### config.mk
export PLATFORM = sky130hd
export DESIGN_NAME = pad_ctrl_bank
export DESIGN_NICKNAME = d
export VERILOG_FILES = /design/src/rtl/pad_ctrl_pkg.sv /design/src/rtl/pad_ctrl_channel.sv /design/src/rtl/pad_ctrl_bank.sv
export SDC_FILE = /design/constraint.sdc
export NUM_CORES = 1
export LEC_CHECK = 0
export ABC_AREA = 1
export CORE_MARGIN = 2
export CORE_UTILIZATION = 43
export CTS_CLUSTER_SIZE = 16
export DETAILED_ROUTE_END_ITERATION = 7
export MAX_ROUTING_LAYER = met4
export PLACE_DENSITY = 0.69
export SLEW_MARGIN = 20
export SYNTH_ARGS = -nofsm -noshare
export SYNTH_HDL_FRONTEND = slang
export SYNTH_SLANG_ARGS = --single-unit
### constraint.sdc
create_clock -name clk_i -period 1.26 [get_ports clk_i]
set_input_delay 0.189 -clock clk_i [delete_from_list [all_inputs] [get_ports clk_i]]
set_output_delay 0.189 -clock clk_i [all_outputs]
set_load 0.1 [all_outputs]
### src/rtl/pad_ctrl_pkg.sv
// Shared types and default sizing for the pad control bank.
package pad_ctrl_pkg;

  typedef enum logic [1:0] {
    MODE_OFF   = 2'b00,
    MODE_IN    = 2'b01,
    MODE_OUT   = 2'b10,
    MODE_BIDIR = 2'b11
  } mode_e;

  // Encoding 2'b11 is reserved and treated like PULL_NONE.
  typedef enum logic [1:0] {
    PULL_NONE = 2'b00,
    PULL_DOWN = 2'b01,
    PULL_UP   = 2'b10
  } pull_e;

  typedef enum logic [1:0] {
    ST_HIZ   = 2'b00,
    ST_TURN  = 2'b01,
    ST_DRIVE = 2'b10
  } state_e;

  localparam int NUM_PADS_DEF    = 8;
  localparam int SYNC_STAGES_DEF = 2;
  localparam int DBNC_W_DEF      = 8;
  localparam int TURN_CYC_DEF    = 2;

endpackage

### src/rtl/pad_ctrl_channel.sv
// One pad channel: drive FSM with output-enable turnaround, pull control,
// input synchroniser, debounce filter and edge pulse.
module pad_ctrl_channel
  import pad_ctrl_pkg::*;
#(
  parameter int SyncStages       = SYNC_STAGES_DEF,
  parameter int DebounceW        = DBNC_W_DEF,
  parameter int TurnaroundCycles = TURN_CYC_DEF
) (
  input  logic                 clk_i,
  input  logic                 rst_i,
  input  mode_e                mode_i,
  input  pull_e                pull_i,
  input  logic [DebounceW-1:0] dbnc_lim_i,
  input  logic                 out_i,
  input  logic                 oe_i,
  input  logic                 pad_o_i,
  output logic                 in_o,
  output logic                 edge_o,
  output logic                 busy_o,
  output logic                 pad_oen_o,
  output logic                 pad_i_o,
  output logic                 pad_pen_o,
  output logic                 pad_ps_o
);

  localparam int TcW = (TurnaroundCycles > 1) ? $clog2(TurnaroundCycles) : 1;
  localparam logic [TcW-1:0] TcLoad =
    TcW'((TurnaroundCycles > 0) ? TurnaroundCycles - 1 : 0);

  state_e                state_q, state_d;
  logic [TcW-1:0]        tcnt_q, tcnt_d;
  logic [SyncStages-1:0] sync_q, sync_d;
  logic [DebounceW-1:0]  dcnt_q, dcnt_d;
  logic                  in_q, in_d;
  logic                  edge_q, edge_d;
  logic                  busy_q, busy_d;
  logic                  oen_q, oen_d;
  logic                  pi_q, pi_d;
  logic                  pen_q, pen_d;
  logic                  ps_q, ps_d;
  logic                  req, pull_on, sync;

  always_comb begin
    req     = (mode_i == MODE_OUT) || ((mode_i == MODE_BIDIR) && oe_i);
    state_d = state_q;
    tcnt_d  = tcnt_q;
    case (state_q)
      ST_HIZ: begin
        if (req) begin
          if (TurnaroundCycles == 0) begin
            state_d = ST_DRIVE;
          end else begin
            state_d = ST_TURN;
            tcnt_d  = TcLoad;
          end
        end
      end
      ST_TURN: begin
        if (!req) begin
          state_d = ST_HIZ;
          tcnt_d  = '0;
        end else if (tcnt_q == '0) begin
          state_d = ST_DRIVE;
        end else begin
          tcnt_d = tcnt_q - TcW'(1);
        end
      end
      ST_DRIVE: begin
        if (!req) state_d = ST_HIZ;
      end
      default: state_d = ST_HIZ;
    endcase

    // Outputs are registered from the next state so they line up with it.
    pull_on = (pull_i == PULL_UP) || (pull_i == PULL_DOWN);
    oen_d   = (state_d != ST_DRIVE);
    busy_d  = (state_d == ST_TURN);
    pen_d   = !(pull_on && (mode_i != MODE_OFF) && (state_d != ST_DRIVE));
    ps_d    = (pull_i == PULL_UP);
    pi_d    = out_i;
  end

  always_comb begin
    sync_d = {sync_q[SyncStages-2:0], pad_o_i};
    sync   = sync_q[SyncStages-1];
    in_d   = in_q;
    dcnt_d = dcnt_q;
    edge_d = 1'b0;
    if (mode_i == MODE_OFF) begin
      in_d   = 1'b0;
      dcnt_d = '0;
      edge_d = in_q;
    end else if (sync == in_q) begin
      dcnt_d = '0;
    end else if (dcnt_q == dbnc_lim_i) begin
      in_d   = sync;
      dcnt_d = '0;
      edge_d = 1'b1;
    end else if (dcnt_q != '1) begin
      dcnt_d = dcnt_q + DebounceW'(1);
    end
  end

  always_ff @(posedge clk_i) begin
    if (rst_i) begin
      state_q <= ST_HIZ;
      tcnt_q  <= '0;
      sync_q  <= '0;
      dcnt_q  <= '0;
      in_q    <= 1'b0;
      edge_q  <= 1'b0;
      busy_q  <= 1'b0;
      oen_q   <= 1'b1;
      pi_q    <= 1'b0;
      pen_q   <= 1'b1;
      ps_q    <= 1'b0;
    end else begin
      state_q <= state_d;
      tcnt_q  <= tcnt_d;
      sync_q  <= sync_d;
      dcnt_q  <= dcnt_d;
      in_q    <= in_d;
      edge_q  <= edge_d;
      busy_q  <= busy_d;
      oen_q   <= oen_d;
      pi_q    <= pi_d;
      pen_q   <= pen_d;
      ps_q    <= ps_d;
    end
  end

  assign in_o      = in_q;
  assign edge_o    = edge_q;
  assign busy_o    = busy_q;
  assign pad_oen_o = oen_q;
  assign pad_i_o   = pi_q;
  assign pad_pen_o = pen_q;
  assign pad_ps_o  = ps_q;

endmodule

### src/rtl/pad_ctrl_bank.sv
// Bank of independent pad channels; slices the packed per-pad config fields.
module pad_ctrl_bank
  import pad_ctrl_pkg::*;
#(
  parameter int NumPads          = NUM_PADS_DEF,
  parameter int SyncStages       = SYNC_STAGES_DEF,
  parameter int DebounceW        = DBNC_W_DEF,
  parameter int TurnaroundCycles = TURN_CYC_DEF
) (
  input  logic                   clk_i,
  input  logic                   rst_i,
  input  logic [2*NumPads-1:0]   cfg_mode_i,
  input  logic [2*NumPads-1:0]   cfg_pull_i,
  input  logic [DebounceW-1:0]   cfg_dbnc_lim_i,
  input  logic [NumPads-1:0]     out_i,
  input  logic [NumPads-1:0]     oe_i,
  output logic [NumPads-1:0]     in_o,
  output logic [NumPads-1:0]     edge_o,
  output logic [NumPads-1:0]     busy_o,
  output logic [NumPads-1:0]     pad_oen_o,
  output logic [NumPads-1:0]     pad_i_o,
  output logic [NumPads-1:0]     pad_pen_o,
  output logic [NumPads-1:0]     pad_ps_o,
  input  logic [NumPads-1:0]     pad_o_i
);

  for (genvar g = 0; g < NumPads; g++) begin : g_pad
    pad_ctrl_channel #(
      .SyncStages      (SyncStages),
      .DebounceW       (DebounceW),
      .TurnaroundCycles(TurnaroundCycles)
    ) u_ch (
      .clk_i     (clk_i),
      .rst_i     (rst_i),
      .mode_i    (mode_e'(cfg_mode_i[2*g +: 2])),
      .pull_i    (pull_e'(cfg_pull_i[2*g +: 2])),
      .dbnc_lim_i(cfg_dbnc_lim_i),
      .out_i     (out_i[g]),
      .oe_i      (oe_i[g]),
      .pad_o_i   (pad_o_i[g]),
      .in_o      (in_o[g]),
      .edge_o    (edge_o[g]),
      .busy_o    (busy_o[g]),
      .pad_oen_o (pad_oen_o[g]),
      .pad_i_o   (pad_i_o[g]),
      .pad_pen_o (pad_pen_o[g]),
      .pad_ps_o  (pad_ps_o[g])
    );
  end

endmodule

======== After elaboration in Yosys (flattened, before gate mapping) ========
Cells that the tools add are included.
storage, ports and cells
  memories kept ........................... 0
  ROM bits ................................ 0
  word-level logic and storage cells ...... 416
  bits in writable memories ............... 0
  register bits ........................... 160
  bits in latches ......................... 0
operators by class
  bitwise gates (word level) .............. 8
  divide/modulo/power cells ............... 0
  multipliers ............................. 0
  add/subtract/negate cells ............... 16
  reduce and logical (&&, ||, !) cells .... 112
  order comparisons ....................... 0
  equality and inequality tests ........... 96
  shift-type cells ........................ 0
  multiplexer cells ....................... 96
operators with widths
  cell                                                                     number
  8-bit by 1-bit adder with 8-bit output, second input constant            8
  2-bit equality test, second input constant                               32
  8-bit equality test                                                      8
  2-bit two-way mux                                                        32
  8-bit inequality test, second input constant                             8
  2-bit by 1-bit equality test with 1-bit output, second input constant    24
  1-bit two-way mux                                                        48
  2-bit one-hot mux with 3 select lines                                    8
  2-bit zero test                                                          16
  2-bit AND reduction                                                      16
  2-bit nonzero test                                                       16
  4-bit OR reduction                                                       8
  1-bit logical AND                                                        24
  1-bit logical OR                                                         16
  2-bit by 1-bit inequality test with 1-bit output, second input constant  8
  2-bit inequality test, second input constant                             8
  1-bit one-hot mux with 2 select lines                                    8
  2-bit OR reduction                                                       8
  1-bit equality test                                                      8
  1-bit zero test                                                          8
  1-bit inverter                                                           8
  1-bit subtractor, second input constant                                  8

======== Longest topological paths before layout ========
Gate-level depths: netlist (run 1).
  word-level depth ........................ 8
  gate-level depth with buffers ........... 10
  depth with buffers taken out ............ 9

======== Modules after synthesis ========
Synthesis (run 1) repeated with hierarchy kept, for this count alone.
unflattened totals
  cells, all modules ...................... 1,144
  area total of the unflattened synthesis .. 7,917.6 um^2
by module, submodules not included
  module            instances  cells an instance  area each (um^2)  sequential area each (um^2)
  pad_ctrl_channel  8          143                989.7             400.4

======== Worst setup path after synthesis (run 1) ========
No wires, ideal clock.
  path type ............................... reg-to-reg
  start ................................... reg g_pad[3].u_ch.dcnt_q[0]
  end ..................................... reg g_pad[3].u_ch.dcnt_q[0]
  buffers on the path ..................... 0
  arrival time ............................ 1.181 ns
  library setup time ...................... 0.116 ns
  stages on the path, launching flop included .. 9
  setup slack ............................. -0.037 ns
  data required time ...................... 1.144 ns
  cells stage by stage .................... dfxtp_1 ha_1 nand2_2 nor3_4 nand3_2 nand2_1 nand2_1 inv_1 nor2_1
between the ends
  cells in the longest elaborated chain, start to end .. 2
  elaborated cells on any way between the ends .. 4
  classes of those cells .................. add/sub (1); eq/ne (2); reduce/logical (1)
RTL lines
  item                                                                                            RTL line                 source
  start, declared                                                                                 pad_ctrl_channel.sv:34   logic [DebounceW-1:0] dcnt_q, dcnt_d;
  start signal, assigned                                                                          pad_ctrl_channel.sv:122  dcnt_q <= dcnt_d;
  parallel branches: the longest is 2 deep, another holds 8-bit by 1-bit adder with 8-bit output  -
Parallel ways; which one is timed is not known.
A chain may end at the register's enable or synchronous reset.

======== Worst setup path in the final report (run 1) ========
  start ................................... reg g_pad[7].u_ch.dcnt_q[0]
  end ..................................... reg g_pad[7].u_ch.dcnt_q[0]
between the ends
  cells in the longest elaborated chain, start to end .. 2
  elaborated cells on any way between the ends .. 4
  classes of those cells .................. add/sub (1); eq/ne (2); reduce/logical (1)
RTL lines
  item                                                                                            RTL line
  start, declared                                                                                 pad_ctrl_channel.sv:34
  start signal, assigned                                                                          pad_ctrl_channel.sv:122
  parallel branches: the longest is 2 deep, another holds 8-bit by 1-bit adder with 8-bit output  -
Parallel ways; which one is timed is not known.

==> results of run 1 <==
-- through the flow --
step	instances	instance area, um^2	hold WS [ps]	utilization
floorplan	1126	8059	296.0	-
global placement	1498	10380	391.2	0.5607
detailed placement	1498	10380	392.1	0.5607
CTS	1539	11230	224.4	0.6066
global route	1550	11860	245.4	0.6402
finish	1550	11860	236.7	0.6402
-- layout make-up --
class / count / area [um^2] / area share
flip-flops and latches: 160 / 3286 / 0.2772
multi-input cells: 713 / 4214 / 0.3555
inverters: 182 / 710.7 / 0.05995
repair buffers: 229 / 2773 / 0.2339
clock buffers: 19 / 452.9 / 0.03821
well taps: 234 / 292.8 / 0.02470
clock inverters: 13 / 126.4 / 0.01066
-- logic make-up (layout without fill, tap and decap cells) --
| family | count (synthesis) | count (layout) | synth area share |
|---|---|---|---|
| compound gates | 83 | 83 | 0.05204 |
| flops | 160 | 160 | 0.3977 |
| buf+inv | 254 | 443 | 0.1501 |
| simple gates | 549 | 550 | 0.3057 |
| xor+xnor | 64 | 64 | 0.06960 |
| fa+ha+maj | 16 | 16 | 0.02486 |
-- worst min path at each step --
stage	startpoint	to	slack, ps	depth (start not counted)
final	rst_i	g_pad[4].u_ch.pad_oen_o$_SDFF_PP1_	240	3
after global routing	rst_i	g_pad[4].u_ch.pad_pen_o$_SDFF_PP1_	250	3
after CTS	rst_i	g_pad[4].u_ch.pad_oen_o$_SDFF_PP1_	220	3
after detailed placement	g_pad[2].u_ch.sync_q[0]$_SDFF_PP0_	g_pad[2].u_ch.sync_q[1]$_SDFF_PP0_	390	2
after global placement	g_pad[2].u_ch.sync_q[0]$_SDFF_PP0_	g_pad[2].u_ch.sync_q[1]$_SDFF_PP0_	390	2
after floorplan	out_i[0]	g_pad[0].u_ch.pad_i_o$_SDFF_PP0_	300	2
-- registers in the layout, indices dropped and copies added, names as in the netlist --
signal                flops
g_pad.u_ch.busy_o         8
g_pad.u_ch.dcnt_q        64
g_pad.u_ch.edge_o         8
g_pad.u_ch.in_o           8
g_pad.u_ch.pad_i_o        8
g_pad.u_ch.pad_oen_o      8
g_pad.u_ch.pad_pen_o      8
g_pad.u_ch.pad_ps_o       8
g_pad.u_ch.state_q       16
g_pad.u_ch.sync_q        16
g_pad.u_ch.tcnt_q         8
-- critical path, delay by kind of cell (launching register included) --
family                   cells  cell delay (ps)
XOR/XNOR                     1              250
buffers and inverters        1              100
flip-flops                   1              370
adder cells (fa/ha/maj)      1              160
AND/OR/NAND/NOR              4              420
-- synth_stat cells --
cell,count,area [um^2]
nand2_1,239,897.1
nor2_1,178,668.1
inv_1,168,630.6
dfxtp_1,160,3203
buf_4,63,473.0
nand3_1,43,215.2
a21oi_1,39,195.2
xnor2_1,36,315.3
o21ai_0,35,175.2
xor2_1,28,245.2
ha_1,16,200.2
nor2_2,16,100.1
nor3b_1,16,120.1
nand3_2,14,140.1
nand4_1,12,75.07
nor3_1,11,55.05
nand3b_1,8,60.06
o21ai_1,7,35.03
nand2_2,6,37.54
clkinv_1,5,18.77
inv_2,5,18.77
nor3_4,4,65.06
buf_1,3,11.26
clkbuf_1,3,11.26
inv_4,3,18.77
buf_2,2,10.01
a31oi_1,1,6.260
buf_6,1,11.26
clkinv_2,1,5.000
nand3_4,1,17.52
nor2_4,1,11.26
o21a_1,1,7.510
-- report_power, final --
group,internal [mW],switching [mW],total (mW)
Combinational,0.849,1.15,2.00
Clock,2.86,2.23,5.09
Sequential,5.20,0.102,5.30
Total,8.91,3.48,12.4
-- repair_timing --
action                     in CTS  in global routing
pin swaps                      32                 82
setup endpoints to repair      71                 82
resized for setup              59                183
buffers inserted                8                 14
cloned                          1                  0
-- per-layer routing --
metal / global-route usage / routed length (um)
met4: 0.07737 / 581
met1: 0.2522 / 8891
met2: 0.3435 / 10570
met3: 0.04721 / 1101
met5: - / 0
==> out/metrics.cfg, run 1 <==
[timing]
final.setup_skew_ps=9.846
hold_viol_final=0
worst_slack_ps=-102.9
maxSlewHeadroom=0.7643
min_period_over_period=1.082
setup_tns_ps=-621.2
worstMarginPinSlew_ps=352.4
drv_slew=0
rsz0062_at_grt=true
finalCriticalPeriod_ps=1363
max_freq_mhz=733.7
setup_violations=31

[drt]
routedWlPerCell_um=13.64
drcViolationCount=0
wirelength_um=21150
drtPass1Iterations=5
drt_iter0_markers=334
final_antenna_net_count=0
via_per_inst=4.817
vias=7467

[worst_setup_path]
r2r-start=g_pad[7].u_ch.dcnt_q[0]$_SDFFE_PP0P_
crit_path_max_incr_delay_ps=370
required_ps=1620
crit_fanout=4
crit_type=flip-flop to flip-flop
worstPathCellList=ha_4 -> nand2_4 -> nor2_4 -> nand2_2 -> xor2_1 -> inv_1 -> nor2_2
critPathCaptureType=flip-flop
r2r_end=g_pad[7].u_ch.dcnt_q[0]$_SDFFE_PP0P_
cp.arrival_ps=1720
r2r_cells=7
endpoint=g_pad[7].u_ch.dcnt_q[0]$_SDFFE_PP0P_
slowest_stage=dfxtp_4
cp-startpoint=g_pad[7].u_ch.dcnt_q[0]$_SDFFE_PP0P_
startpoint_type=flip-flop
r2r_slack_ps=-100

[clock_network]
cts_tree=built
cts_max_level=4
root_buffer=clkbuf_16
clkTransAtPathRegs_ps=70
cts_buffers=17
cts_sinks=160
clock_latency_ps=430
cts_hold_buf=0
cts.path.max_buffers=2

[outcome]
status=finished, violations left
violations=negative setup slack

[finish]
layout_commonest_cell=nand2_1
synthToLayoutAreaGrowth_pct=47.20
finalNetCount=1385
final_cell_mix=nand2_1 (209), inv_1 (150), nor2_1 (148), dfxtp_1 (106), buf_4 (82)
diodes=0
nFillCells=1463
drive_gt1_frac=0.3207

[pwr]
finalPower_mw=12.39
peakVddDrop_mv=0.9136
p_leak_nw=5.236
power_density_nw_per_um2=1045

[placed_design]
port_buffers=121
dpl.hpwl_um=14240
post-place-ws_ps=-487.9
gp_congestion=0.8995

[floorplanning]
die_h_um=140.9
ios=122
initial_core_util=0.4349
die-area_um2=19840
die_w_um=140.9
rows=50
core_area_um2=18520

[global_routing]
grt-ovfl-total=0
grt_max_degree=18
antenna_found_initial=0
grt.total_usage=0.2091
grt_pass1_wl_um=32440
grt_pass1_vias=6878

[synth]
syn_area_um2=8054
postSynthAreaPerCell_um2=7.153
syn_inst=1126
yosysSeqAreaShare=0.3977
synth_warnings=0
ys_seq_elements=160
synthesis.nets=1208
yosysUniqueCellTypes=32

[job]
drv_cap=0

[hold_path]
hold_path_class=input port to flip-flop

(Power assumes the default switching activity.)
==> run 2, diff against run 1 <==
CORE_UTILIZATION = 49   (was 43)
PLACE_DENSITY = 0.77   (was 0.69)
==> out/metrics.cfg, run 2 (synthesis results as in run 1) <==
[hold_path]
hold_path_class=input port to flip-flop

[worst_setup_path]
required_ps=1590  ; -30 ps
startpoint_type=flip-flop
crit_path_max_incr_delay_ps=380  ; about the same
cpLargestDelayFamily=simple AND/OR/NAND/NOR gates
critPathMostFrequentCell=nand2_1
cp.arrival_ps=1750  ; +30 ps
worstPathCellList=nand2_1 -> nor3_1 -> nand2_1 -> nand2_1 -> nand2_1 -> nor2_1 -> nor2_2
cp_num_buf_inv=0  ; -1
crit_type=flip-flop to flip-flop
critPathCaptureType=flip-flop
crit_fanout=3  ; -1
slowest_stage=dfxtp_2

[clock_network]
cts_sinks=160  ; unchanged
cts_tree=built
cts_buffers=17  ; unchanged
root_buffer=clkbuf_16
cts_max_level=4  ; unchanged
cts.path.max_buffers=2  ; unchanged
clock_latency_ps=440  ; about the same
clkTransAtPathRegs_ps=70  ; about the same

[floorplanning]
die_h_um=132.2  ; -6.1%
core_area_um2=16000  ; -14%
rows=46  ; -8.0%
die-area_um2=17480  ; -12%
ios=122  ; unchanged
initial_core_util=0.5034  ; +0.06843
die_w_um=132.2  ; -6.1%

[finish]
reg.largest.list=g_pad.u_ch.dcnt_q x64, g_pad.u_ch.state_q x16, g_pad.u_ch.sync_q x16
finalNetCount=1383  ; -0.14%
layout_commonest_cell=nand2_1
top_register=g_pad.u_ch.dcnt_q
fin_util=0.7394  ; +0.09916
synthToLayoutAreaGrowth_pct=46.89
drive_gt1_frac=0.3014  ; -0.01930
largest_register_ffs=64  ; unchanged
diodes=0  ; unchanged
final_cell_mix=nand2_1 (218), nor2_1 (156), inv_1 (153), dfxtp_1 (108), buf_4 (85)
finalNonFillerCells=1530  ; -1.3%
finalInstanceArea_um2=11830  ; -0.21%

[timing]
setup_violations=30  ; -3.2%
worst_slack_ps=-161.5  ; -58.52 ps
final.setup_skew_ps=9.020  ; -0.8261 ps
drv_slew=0  ; unchanged
rsz0062_at_grt=true
worstMarginPinSlew_ps=424.1  ; +71.74 ps
maxSlewHeadroom=0.7162  ; -0.04807
setup_tns_ps=-1637  ; -1016 ps
hold_viol_final=0  ; unchanged
min_period_over_period=1.128  ; +0.04645
max_freq_mhz=703.5  ; -4.1%
finalCriticalPeriod_ps=1421  ; +58.52 ps

[drt]
routedWlPerCell_um=14.81  ; +8.5%
drt_iter0_markers=544  ; +63%
vias=7683  ; +2.9%
drcViolationCount=0  ; unchanged
drtPass1Iterations=7  ; +2
final_antenna_net_count=0  ; unchanged
wirelength_um=22660  ; +7.1%
via_per_inst=5.022  ; +4.2%

[placed_design]
dpl.hpwl_um=14230  ; about the same
dp_cells=1483  ; -1.0%
port_buffers=121  ; unchanged
gp_congestion=0.9031  ; +0.40%
post-place-ws_ps=-483.9  ; +3.964 ps
placed_area_um2=10370  ; -0.12%

[global_routing]
antenna_found_initial=0  ; unchanged
grt_pass1_vias=7068  ; +2.8%
grt_max_degree=17  ; -1
grt.total_usage=0.2347  ; +0.02560
grt-ovfl-total=0  ; unchanged
grt_pass1_wl_um=32490  ; +0.15%

[pwr]
clkPwrFrac=0.426  ; +0.015
peakVddDrop_mv=0.9394  ; +2.8%
p_int_mw=9.175  ; +3.0%
p_comb_frac=0.157  ; -0.004
p_sw_frac=0.2759  ; -0.005166
switching_power_mw=3.495  ; +0.41%
power_density_nw_per_um2=1071  ; +2.5%
power_frac_seq=0.417  ; -0.011
p_leak_nw=5.348  ; +2.1%

[outcome]
violations=negative setup slack
status=finished, violations left

[job]
drv_cap=0  ; unchanged

==> run 2: cell count changes in the layout (fill, tap and decap cells not counted), moves of 4 or more <==
cell             change
inv_2                -7
xnor2_2              +6
clkdlybuf4s50_1      -4
xnor2_1              -5
dfxtp_4              +5
nand2_2             -10
nor2_1               +8
dfxtp_2              -7
dlymetal6s2s_1       +4
buf_6                -4
inv_4                +4
nor2_2               -7
nand3_2              -4
nand2_1              +9
==> run 2: cell type report <==
type	count	area [um^2]
Fill cell	1067	4170
Multi-Input combinational cell	713	4193
Clock inverter	14	180.2
Inverter	182	716.9
Sequential cell	160	3296
Clock buffer	18	429.2
Timing Repair Buffer	227	2745
Tap cell	216	270.3
==> run 2: power groups by stage <==
| stage | registers (mW) | logic (mW) | clock network, mW |
|---|---|---|---|
| 2_1_floorplan | 5.36 | 1.17 | 0 |
| 3_3_place_gp | 5.41 | 1.84 | 0 |
| 3_5_place_dp | 5.42 | 1.87 | 0 |
| 4_1_cts | 5.31 | 1.90 | 5.44 |
| 5_1_grt | 5.30 | 2.10 | 5.65 |
| 6_report | 5.29 | 1.99 | 5.40 |
==> run 2: metal layers <==
layer / vias up / part of all wire / global-route usage
met5: - / 0 / -
met4: 0 / 0.040 / 0.09677
met3: 72 / 0.059 / 0.04575
met2: 316 / 0.51 / 0.4144
met1: 3541 / 0.39 / 0.2590
li1: 3754 / - / -
==> run 2: tightest hold or removal path: stages <==
cell and delay, ps:
clkdlybuf4s50_1 390, inv_1 50, nor2_1 30
==> run 2: stage by stage <==
stage          power, mW  hold WS, ps
5_1_grt            13.04        265.1
6_report           12.67        263.5
2_1_floorplan      6.531        296.0
3_3_place_gp       7.255        391.6
3_5_place_dp       7.291        395.6
4_1_cts            12.65        256.3
==> run 2: repair_timing <==
| item | 4_1_cts | 5_1_grt |
|---|---|---|
| resized for setup | 60 | 170 |
| gates cloned | 1 | 1 |
| pin swaps | 32 | 76 |
| setup buffers | 6 | 10 |
| hold buffers | 0 | 0 |
| setup endpoints to repair | 52 | 80 |
==> run 2: final timing paths <==
| check | start | endpoint | slack [ps] | cells after the start |
|---|---|---|---|---|
| setup / recovery | g_pad[2].u_ch.dcnt_q[4]$_SDFFE_PP0P_ | g_pad[2].u_ch.dcnt_q[7]$_SDFFE_PP0P_ | -160 | 7 |
| hold / removal | pad_o_i[4] | g_pad[4].u_ch.sync_q[0]$_SDFF_PP0_ | 260 | 3 |
| setup reg to reg | g_pad[2].u_ch.dcnt_q[4]$_SDFFE_PP0P_ | g_pad[2].u_ch.dcnt_q[7]$_SDFFE_PP0P_ | -160 | 7 |
| hold reg to reg | g_pad[0].u_ch.sync_q[0]$_SDFF_PP0_ | g_pad[0].u_ch.sync_q[1]$_SDFF_PP0_ | 410 | 2 |
